==> src/rtl/cpu_pkg.sv <==
// rtl/cpu_pkg.sv - shared CPU constants and interrupt sequencer state encoding
package cpu_pkg;

    localparam int CPU_PC_W = 32;
    localparam logic [CPU_PC_W-1:0] CPU_VEC_BASE   = 32'h0000_0800;
    localparam logic [CPU_PC_W-1:0] CPU_VEC_STRIDE = 32'h0000_0010;

    typedef enum logic [1:0] {
        ST_RUN   = 2'd0,
        ST_ENTER = 2'd1,
        ST_EXIT  = 2'd2
    } state_t;

endpackage

==> src/rtl/int_prio_enc.sv <==
// rtl/int_prio_enc.sv - lowest-index-set priority encoder with valid flag
module int_prio_enc #(
    parameter int N  = 3,
    parameter int IW = 2
) (
    input  logic [N-1:0]  req,
    output logic [IW-1:0] idx,
    output logic          valid
);

    // Scan from the top down so the lowest set index is the last one written.
    always_comb begin
        idx   = '0;
        valid = 1'b0;
        for (int i = N - 1; i >= 0; i--) begin
            if (req[i]) begin
                idx   = IW'(i);
                valid = 1'b1;
            end
        end
    end

endmodule

==> src/rtl/interrupt_sequencer.sv <==
// rtl/interrupt_sequencer.sv - nested priority interrupt sequencer with EPC stack
module interrupt_sequencer
    import cpu_pkg::*;
#(
    parameter int                  NUM_SRC    = 3,
    parameter int                  PC_W       = CPU_PC_W,
    parameter logic [PC_W-1:0]     VEC_BASE   = CPU_VEC_BASE,
    parameter logic [PC_W-1:0]     VEC_STRIDE = CPU_VEC_STRIDE,
    parameter logic [NUM_SRC-1:0]  MASK_RST   = '0
) (
    input  logic               clk,
    input  logic               rst_n,
    input  logic [NUM_SRC-1:0] irq_in,
    input  logic               mask_we,
    input  logic [NUM_SRC-1:0] mask_din,
    input  logic               instr_done,
    input  logic [PC_W-1:0]    pc_next,
    input  logic               eret,
    output logic               stall,
    output logic               take_int,
    output logic [PC_W-1:0]    int_vec,
    output logic               ret_int,
    output logic [PC_W-1:0]    epc_out,
    output logic [NUM_SRC-1:0] pending,
    output logic [NUM_SRC-1:0] in_service
);

    // Index width must also hold NUM_SRC, the "nothing in service" value of cur.
    localparam int IW = $clog2(NUM_SRC + 1);

    state_t             state, state_nxt;
    logic [NUM_SRC-1:0] irq_q, irq_qq, rise, mask, pend_clr, pending_nxt;
    logic [IW-1:0]      sp, win_q, win_idx, cur_idx, cur;
    logic               win_vld, cur_vld, go_enter, go_exit;
    logic [PC_W-1:0]    epc_q;
    logic [PC_W-1:0]    stack [NUM_SRC];

    int_prio_enc #(.N(NUM_SRC), .IW(IW)) u_win_enc (
        .req   (pending & ~mask),
        .idx   (win_idx),
        .valid (win_vld)
    );

    int_prio_enc #(.N(NUM_SRC), .IW(IW)) u_cur_enc (
        .req   (in_service),
        .idx   (cur_idx),
        .valid (cur_vld)
    );

    // Arbitration terms; ERET with an empty stack falls through to normal arbitration.
    always_comb begin
        cur         = cur_vld ? cur_idx : IW'(NUM_SRC);
        rise        = irq_q & ~irq_qq;
        go_exit     = instr_done && eret && (sp != '0);
        go_enter    = instr_done && win_vld && (win_idx < cur);
        pend_clr    = (state == ST_ENTER) ? (NUM_SRC'(1) << win_q) : '0;
        pending_nxt = (pending & ~pend_clr) | rise;
    end

    // State register.
    always_ff @(posedge clk) begin
        if (!rst_n) begin
            state <= ST_RUN;
        end else begin
            state <= state_nxt;
        end
    end

    // Next state and the one-cycle PC redirect pulses.
    always_comb begin
        state_nxt = state;
        take_int  = 1'b0;
        ret_int   = 1'b0;
        int_vec   = '0;
        epc_out   = '0;
        stall     = (state != ST_RUN);
        case (state)
            ST_RUN: begin
                if (go_exit) begin
                    state_nxt = ST_EXIT;
                end else if (go_enter) begin
                    state_nxt = ST_ENTER;
                end
            end
            ST_ENTER: begin
                take_int  = 1'b1;
                int_vec   = VEC_BASE + PC_W'(win_q) * VEC_STRIDE;
                state_nxt = ST_RUN;
            end
            ST_EXIT: begin
                ret_int   = 1'b1;
                epc_out   = stack[sp - IW'(1)];
                state_nxt = ST_RUN;
            end
            default: state_nxt = ST_RUN;
        endcase
    end

    // Request latching, mask, EPC stack and in-service bookkeeping.
    always_ff @(posedge clk) begin
        if (!rst_n) begin
            irq_q      <= '0;
            irq_qq     <= '0;
            mask       <= MASK_RST;
            pending    <= '0;
            in_service <= '0;
            sp         <= '0;
            win_q      <= '0;
            epc_q      <= '0;
            for (int i = 0; i < NUM_SRC; i++) begin
                stack[i] <= '0;
            end
        end else begin
            irq_q   <= irq_in;
            irq_qq  <= irq_q;
            pending <= pending_nxt;
            if (mask_we) begin
                mask <= mask_din;
            end
            if (state == ST_RUN && !go_exit && go_enter) begin
                win_q <= win_idx;
                epc_q <= pc_next;
            end
            if (state == ST_ENTER) begin
                stack[sp]         <= epc_q;
                sp                <= sp + IW'(1);
                in_service[win_q] <= 1'b1;
            end
            if (state == ST_EXIT) begin
                sp         <= sp - IW'(1);
                in_service <= in_service & (in_service - NUM_SRC'(1));
            end
        end
    end

endmodule

==> config.mk <==
export PLATFORM = sky130hd
export DESIGN_NAME = interrupt_sequencer
export DESIGN_NICKNAME = d
export VERILOG_FILES = /design/src/rtl/cpu_pkg.sv /design/src/rtl/int_prio_enc.sv /design/src/rtl/interrupt_sequencer.sv
export SDC_FILE = /design/constraint.sdc
export NUM_CORES = 1
export LEC_CHECK = 0
export CAP_MARGIN = 20
export CORE_MARGIN = 2
export CORE_UTILIZATION = 40
export DETAILED_ROUTE_END_ITERATION = 8
export PLACE_DENSITY = 0.61
export RECOVER_POWER = 50
export SYNTH_ARGS = -nofsm -noshare
export SYNTH_HDL_FRONTEND = slang
export SYNTH_SLANG_ARGS = --single-unit
==> constraint.sdc <==
create_clock -name clk -period 6.71 [get_ports clk]
set_input_delay 0.671 -clock clk [delete_from_list [all_inputs] [get_ports clk]]
set_output_delay 0.671 -clock clk [all_outputs]
set_load 0.02 [all_outputs]
# Word-level counts from Yosys, hierarchy flattened
# Memories as Yosys holds them, arrays and structs flattened.
# Cells that the tools add are included.
[totals]
reg_bits = 53
mem_bits_rw = 96
in_bits = 43
output_inout_bits = 73
mem_count = 1
[mem_list]
columns = ["name", "words", "width", "read_ports", "rd_ports_with_merged_regs", "wr", "line_no", "rtl"]
rows = [
  ["stack", 3, 32, 1, 0, 3, "interrupt_sequencer.sv:36", "logic [PC_W-1:0] stack [NUM_SRC];"],
]
[classes]
n_addsub = 4
n_lt_le_gt_ge = 3
eq_ne = 2
shifts = 1
mux = 32
n_bitwise = 11
reduce_logical = 16
[op_table]
columns = ["cell", "n"]
rows = [
  ["32-bit 2-to-1 mux", 2],
  ["32-bit OR reduction", 1],
  ["2-bit 2-to-1 mux", 12],
  ["12-bit by 6-bit adder with 13-bit output (first input constant)", 1],
  ["1-bit 2-to-1 mux", 13],
  ["13-bit 2-to-1 mux", 1],
  ["3-bit bitwise AND", 4],
  ["3-bit 2-to-1 mux", 3],
  ["3-bit inverter", 3],
  ["2-bit nonzero test", 4],
  ["1-bit logical AND", 7],
  ["3-bit bitwise OR", 2],
  ["2-bit by 3-bit less-than comparator with 1-bit output (second input constant)", 1],
  ["3-bit OR reduction", 1],
  ["1-bit by 2-bit << shifter with 3-bit output (first input constant)", 1],
  ["3-bit by 1-bit subtractor with 3-bit output (second input constant)", 1],
  ["2-bit by 1-bit adder with 2-bit output (second input constant)", 1],
  ["1-bit demux with 2-bit select", 1],
  ["2-bit by 1-bit == test with 1-bit output (second input constant)", 1],
  ["2-bit == test (second input constant)", 1],
  ["2-bit by 1-bit greater-or-equal comparator with 1-bit output (second input constant)", 1],
  ["2-bit logical NOT", 1],
  ["2-bit less-than comparator", 1],
  ["1-bit inverter", 2],
  ["3 further kinds", 3],
]

# Depth between registers and ports, before layout
# Gate-level depths: netlist of the first run.
[depth]
ltp_word = 9
ltp_mapped = 10
mapped_depth_nobuf = 6

# Modules after synthesis
# A second synthesis of the first run with hierarchy kept.
[hier_totals]
hier_cells = 593
area_unflattened_um2 = 8031.5
[modules_own_cells]
columns = ["mod", "instances", "cells_per_inst", "area_each_um2"]
rows = [
  ["interrupt_sequencer", 1, 587, 7991.4],
  ["int_prio_enc", 2, 3, 20.0],
]

# Worst setup path before layout of the first run
# OpenSTA, ideal clock, no wires.
[synth_path]
kind = "reg-to-output"
start = "register sp[0]"
end = "output epc_out[0]"
t_arrival_ps = 1958
t_required_ps = 6039
setup_slack_ps = 4081
path_stages_with_launch = 9
n_path_buf = 4
cell_sequence = "dfxtp_1 > buf_4 > buf_6 > inv_1 > ha_1 > clkbuf_1 > buf_2 > mux4_2 > and2_1"
[synth_between]
elab_chain_len = 3
[synth_rtl]
columns = ["item", "line_no", "rtl"]
rows = [
  ["start, declared", "interrupt_sequencer.sv:33", "logic [IW-1:0] sp, win_q, win_idx, cur_idx, cur;"],
  ["start signal, assigned", "interrupt_sequencer.sv:126", "sp <= sp + IW'(1);"],
  ["start signal, assigned", "interrupt_sequencer.sv:130", "sp <= sp - IW'(1);"],
  ["2-bit by 1-bit subtractor with 2-bit output", "interrupt_sequencer.sv:92", "epc_out = stack[sp - IW'(1)];"],
  ["memory 3 x 32 bit", "--", ""],
  ["32-bit 2-to-1 mux", "interrupt_sequencer.sv:77", "case (state)"],
  ["end, declared", "interrupt_sequencer.sv:23", "output logic [PC_W-1:0] epc_out,"],
]
# Every way passes these cells.

# Worst setup path in the final report of the first run
[layout_path]
start = "register state[0]"
end = "output epc_out[20]"
[layout_between]
elab_chain_len = 2
[layout_rtl]
columns = ["item", "line_no", "rtl"]
rows = [
  ["start, declared", "interrupt_sequencer.sv:31", "state_t state, state_nxt;"],
  ["start signal, assigned", "interrupt_sequencer.sv:65", "state <= state_nxt;"],
  ["2-bit == test", "interrupt_sequencer.sv:77", ""],
  ["32-bit 2-to-1 mux", "interrupt_sequencer.sv:77", ""],
]
# Every way passes these cells.

==> results of run 1 <==
## kinds of logic after synthesis
group / count (synthesis)
muxes: 69
xor gates and xnor gates: 2
DFF: 181
and+or+nand+nor: 246
AOI/OAI and AO/OA: 14
other: 1
buffers and inverters: 73
adders and majority gates: 8
## how the worst max path moves through the flow
stage / endpoint / slack, ns / cells after the start
6_report: epc_out[20] / 2.96 / 5
5_1_grt: epc_out[20] / 2.68 / 5
4_1_cts: epc_out[14] / 2.97 / 5
3_5_place_dp: epc_out[31] / 3.46 / 5
3_3_place_gp: epc_out[14] / 3.47 / 5
2_1_floorplan: epc_out[0] / 4.08 / 8
## report_power, final
part	switching, mW	internal (mW)
Clock	0.436	0.558
Sequential	0.0352	1.25
Combinational	0.221	0.200
## metal layers
metal  GRT usage  vias to the layer above  wire [um]
li1            -                     2158          -
met1       0.182                     2162       6920
met2       0.264                       93       7940
met3      0.0342                       16        534
met4      0.0544                        0        269
met5           0                        -          0
## cells in the final DEF (no fill, tap or decap), types with 2 or more instances in the layout
cell type,n
and2_1,84
a21oi_1,4
nor2b_1,13
dlygate4sd3_1,6
clkdlybuf4s50_1,79
ha_1,7
nand2b_2,3
buf_4,3
a21boi_0,2
clkinvlp_4,3
and3_1,4
conb_1,29
dfxtp_1,53
o21ai_0,2
inv_6,7
edfxtp_1,128
mux4_2,32
nand2_1,77
clkbuf_16,17
mux2i_1,37
and2_0,53
nor2_1,3
clkbuf_1,4
bufinv_16,2
inv_1,8
## layout make-up
type                    count  area, um^2
fillers                  1748       10000
clock buffers              17         425
flip-flops and latches    181        4900
repair buffers             92         888
multi-input cells         368        2800
inverters                   8        30.0
well taps                 265         332
clock inverters            15         168
## sequential cells by signal, indices dropped and copies added (netlist names)
register	flops
epc_q	32
in_service	3
irq_q	3
irq_qq	3
mask	3
pending	3
sp	2
stack	128
state	2
win_q	2
## worst max-delay path, cell delays in order, from the launching register on
cell and delay, ns:
dfxtp_1 0.33, inv_1 0.08, ha_1 0.14, clkbuf_1 1.16, and2_1 0.31, clkdlybuf4s50_1 0.62
## cells in the mapped netlist (2+ instances only)
master and number:
and2_1 137, edfxtp_1 128, nand2_1 77, dfxtp_1 53, mux2i_1 37, buf_4 32, mux4_2 32, clkbuf_1 23
nor2b_1 13, ha_1 8, inv_1 8, a21oi_1 4, and3_1 4, buf_12 3, buf_2 3, buf_6 3
nand2b_1 3, nor2_1 3, a21boi_0 2, o21ai_0 2
## per-stage QoR
stage | setup slack (ns) | power, mW
finish | 2.96 | 2.70
global route | 2.68 | 2.81
CTS | 2.97 | 2.74
detailed placement | 3.46 | 1.75
global placement | 3.47 | 1.74
floorplan | 4.08 | 1.63
==> results.toml, run 1 <==
[clocking]
insertion_delay_ns = 0.43
clk_path_buf_depth = 2
cts_tree = "yes"
clock-sinks = 181
cts-root-buf = "clkbuf_16"
post_cts_buffers = 0
postCtsHoldBufs = 0
clk_pin_slew_ns = 0.07
cts_resized = 0
cts_buffers = 17
htree_num_levels = 4

[die]
dieWidth_um = 146
die-area_mm2 = 0.0213
ios = 116
start_util = 0.411
core-area_mm2 = 0.0196
rows = 51
dieHeight_um = 146

[timing]
drv_slew = 81
finalHoldViolCount = 0
fin_crit_sh = 0.560
worstMarginPinSlew_ns = 1.76
post-route-min-period_ns = 3.75
tns_ns = 0
slew_headroom = -0.183
setup_viol = 0
skew_ns = 0.0119
rsz0062_at_grt = "false"
whs_ns = 0.453
fmax_ghz = 0.266

[synth]
syn_avg_cell_area_um2 = 13.6
synthMuxAreaShare = 0.135
ys_types = 39
synth-xor-area-share = 0.00217
ys_ff_latch = 181
seq_area_frac_synth = 0.609
synth_top_flop_cell = "edfxtp_1"
synth_area_leader_cell = "edfxtp_1"
synthCells = 594
synth-async-reset-ratio = 0
yosysTopAreaCellShare = 0.477
netlist_top_cells_area = "edfxtp_1 48%, dfxtp_1 13%, and2_1 11%, mux4_2 8.9%, mux2i_1 4.6%"
ys_warn_count = 0
synth-simple-area-share = 0.169
synth_top_family_by_area = "simple AND/OR/NAND/NOR gates"
synth_fa_ha_area_frac = 0.0124
synth_area_mm2 = 0.00806
synth_edf_count = 128
synth_compound_area_frac = 0.0137

[detailed_routing]
wirelength_mm = 15.7
antenna_left = 0
dr.pass1.iters = 4
drt_iter0_drc = 227
wl_per_cell_um = 16.6
viasPerCell = 4.68
drc = 0
vias = 4429

[pwr]
p_leak_nw = 3.43
ir_worst_vdd_uv = 174
powerDensity_mw_per_mm2 = 283

[worst_setup_path]
startpoint = "state[0]"
critPathKind = "reg2out"
end_kind = "output pin"
worst_r2r_path_depth = 5
crit_path_max_fanout = 36
crit-reg2reg-capture = "stack[1][10]"
reg2reg_slack_ns = 3.08
cp.required_ns = 6.04
arrival_ns = 3.08
critPathLaunchType = "flop"
rr_startpoint = "sp[0]"

[finish]
finalNonFillerCells = 946
design_area_mm2 = 0.00954
layout.nets = 719
utilization = 0.487
drive_gt1_frac = 0.112
antenna_cells = 0
area_delta_synth_final_pct = 18.4

[grt]
grt_overflow_total = 0
grt_max_degree = 96
antenna_found_initial = 0
grt_pass1_wl_mm = 24.8
track_usage = 0.151
grt_pass1_vias = 4706

[place]
gp_congestion = 0.751
dpl_cell_area_mm2 = 0.00898
io_buffers = 86
dp_hpwl_mm = 9.42
dpl.cell_count = 914

[min_path]
min_path_type = "reg2reg"
holdPathStages = 1
whs_endpoint = "irq_qq[0]"
worstHoldStart = "irq_q[0]"

[status]
violations = "max-capacitance violations, max-slew violations"
run_status = "complete, but fails checks"

[run]
drv_cap = 3
Power figures use the tool's default switching activity.
==> run 2, diff against run 1 <==
clock period = 3.9 ns   (was 6.71 ns; I/O delays follow)
==> results.toml, run 2 (synthesized netlist as in run 1, its figures left out) <==
[status]
run_status = "complete, but fails checks"
violations = "max-capacitance violations, max-slew violations"

[grt]
grt_pass1_wl_mm = 26.0
grt_overflow_total = 0
track_usage = 0.159
antenna_found_initial = 0
grt_max_degree = 63
grt_pass1_vias = 4771

[timing]
fmax_ghz = 0.298
skew_ns = 0.00942
drv_slew = 228
post-route-min-period_ns = 3.36
tns_ns = 0
finalHoldViolCount = 0
rsz0062_at_grt = "false"
fin_crit_sh = 0.861
whs_ns = 0.448
setup_viol = 0
worstMarginPinSlew_ns = 2.51
slew_headroom = -0.673

[worst_setup_path]
critPathKind = "reg2out"
cp.required_ns = 3.51
crit_path_max_fanout = 18
worst_r2r_path_depth = 5
end_kind = "output pin"
reg2reg_slack_ns = 0.98
critPathLaunchType = "flop"
rr_startpoint = "sp[0]"
crit-reg2reg-capture = "stack[1][3]"
arrival_ns = 2.97

[die]
ios = 116
dieWidth_um = 146
dieHeight_um = 146
core-area_mm2 = 0.0196
start_util = 0.411
rows = 51
die-area_mm2 = 0.0213

[detailed_routing]
wl_per_cell_um = 17.4
drc = 0
dr.pass1.iters = 4
drt_iter0_drc = 274
vias = 4537
viasPerCell = 4.79
antenna_left = 0
wirelength_mm = 16.5

[finish]
drive_gt1_frac = 0.113
layout_commonest_cell = "edfxtp_1"
antenna_cells = 0
largest_register_ffs = 128
top_regs = "stack: 128 flops, epc_q: 32 flops"
largest_register = "stack"
area_delta_synth_final_pct = 18.5
layout.nets = 722
final_cell_mix = "128 x edfxtp_1, 85 x and2_1, 78 x clkdlybuf4s50_1"

[clocking]
cts_resized = 0
postCtsHoldBufs = 0
cts_tree = "yes"
clock-sinks = 181
clk_path_buf_depth = 2
cts-root-buf = "clkbuf_16"
cts_buffers = 17
insertion_delay_ns = 0.43
htree_num_levels = 4
post_cts_buffers = 0
clk_pin_slew_ns = 0.06

[min_path]
holdPathStages = 1
min_path_type = "reg2reg"
worstHoldStart = "irq_q[1]"
whs_endpoint = "irq_qq[1]"

[pwr]
powerDensity_mw_per_mm2 = 482
ir_worst_vdd_uv = 309
p_leak_nw = 3.44

[place]
gp_congestion = 0.723
io_buffers = 86
dp_hpwl_mm = 9.75

[run]
drv_cap = 6
## run 2: cell count changes in the layout (fill, tap and decap cells not counted), sizes merged
cell | previous run | this run
inv | 16 | 10
clkinv | 2 | 6
buf | 3 | 5
clkbuf | 21 | 23
clkdlybuf4s50 | 79 | 78
dlygate4sd3 | 6 | 7
## run 2: worst max-delay path by stage
stage,start,to,slack (ns)
2_1_floorplan,sp[0],epc_out[0],1.55
3_3_place_gp,sp[1],epc_out[31],1.0
3_5_place_dp,sp[1],epc_out[31],0.96
4_1_cts,sp[1],epc_out[31],0.50
5_1_grt,sp[1],epc_out[15],0.40
6_report,sp[1],epc_out[15],0.54
## run 2: routing by layer
layer	global-route usage	part of all wire	up-vias
li1	-	-	2159
met1	0.191	0.42	2237
met3	0.0292	0.042	19
met4	0.0554	0.014	0
met2	0.286	0.52	122
met5	0	0	-
## run 2: area by class of cell
type                    count  area, um^2
multi-input cells         368        2810
well taps                 265         332
fillers                  1752       10000
flip-flops and latches    181        4900
repair buffers             95         921
clock inverters            13         133
inverters                   8        30.0
clock buffers              18         429
## run 2: where the power goes
group          leakage [nW]  internal (mW)  switching (mW)  total [mW]
Combinational          1.44          0.356           0.400       0.756
Clock                 0.270          0.936           0.701        1.64
Sequential             1.73           2.16          0.0565        2.21
Total                  3.44           3.45            1.16        4.61
## run 2: critical path, stage by stage, from the launching register on
cell and delay (ns):
dfxtp_1 0.38, inv_1 0.09, ha_2 0.64, buf_4 0.36, mux4_2 0.35, and2_1 0.18
clkdlybuf4s50_1 0.53
## run 2: through the flow
stage	worst slack [ns]	instance area, um^2	utilization	cells	total power [mW]
2_1_floorplan	1.55	8170	-	622	2.81
3_3_place_gp	0.999	9020	0.460	917	3.02
3_5_place_dp	0.960	9020	0.460	917	3.03
4_1_cts	0.496	9580	0.489	948	4.66
5_1_grt	0.403	9550	0.488	948	4.78
6_report	0.544	9550	0.488	948	4.61
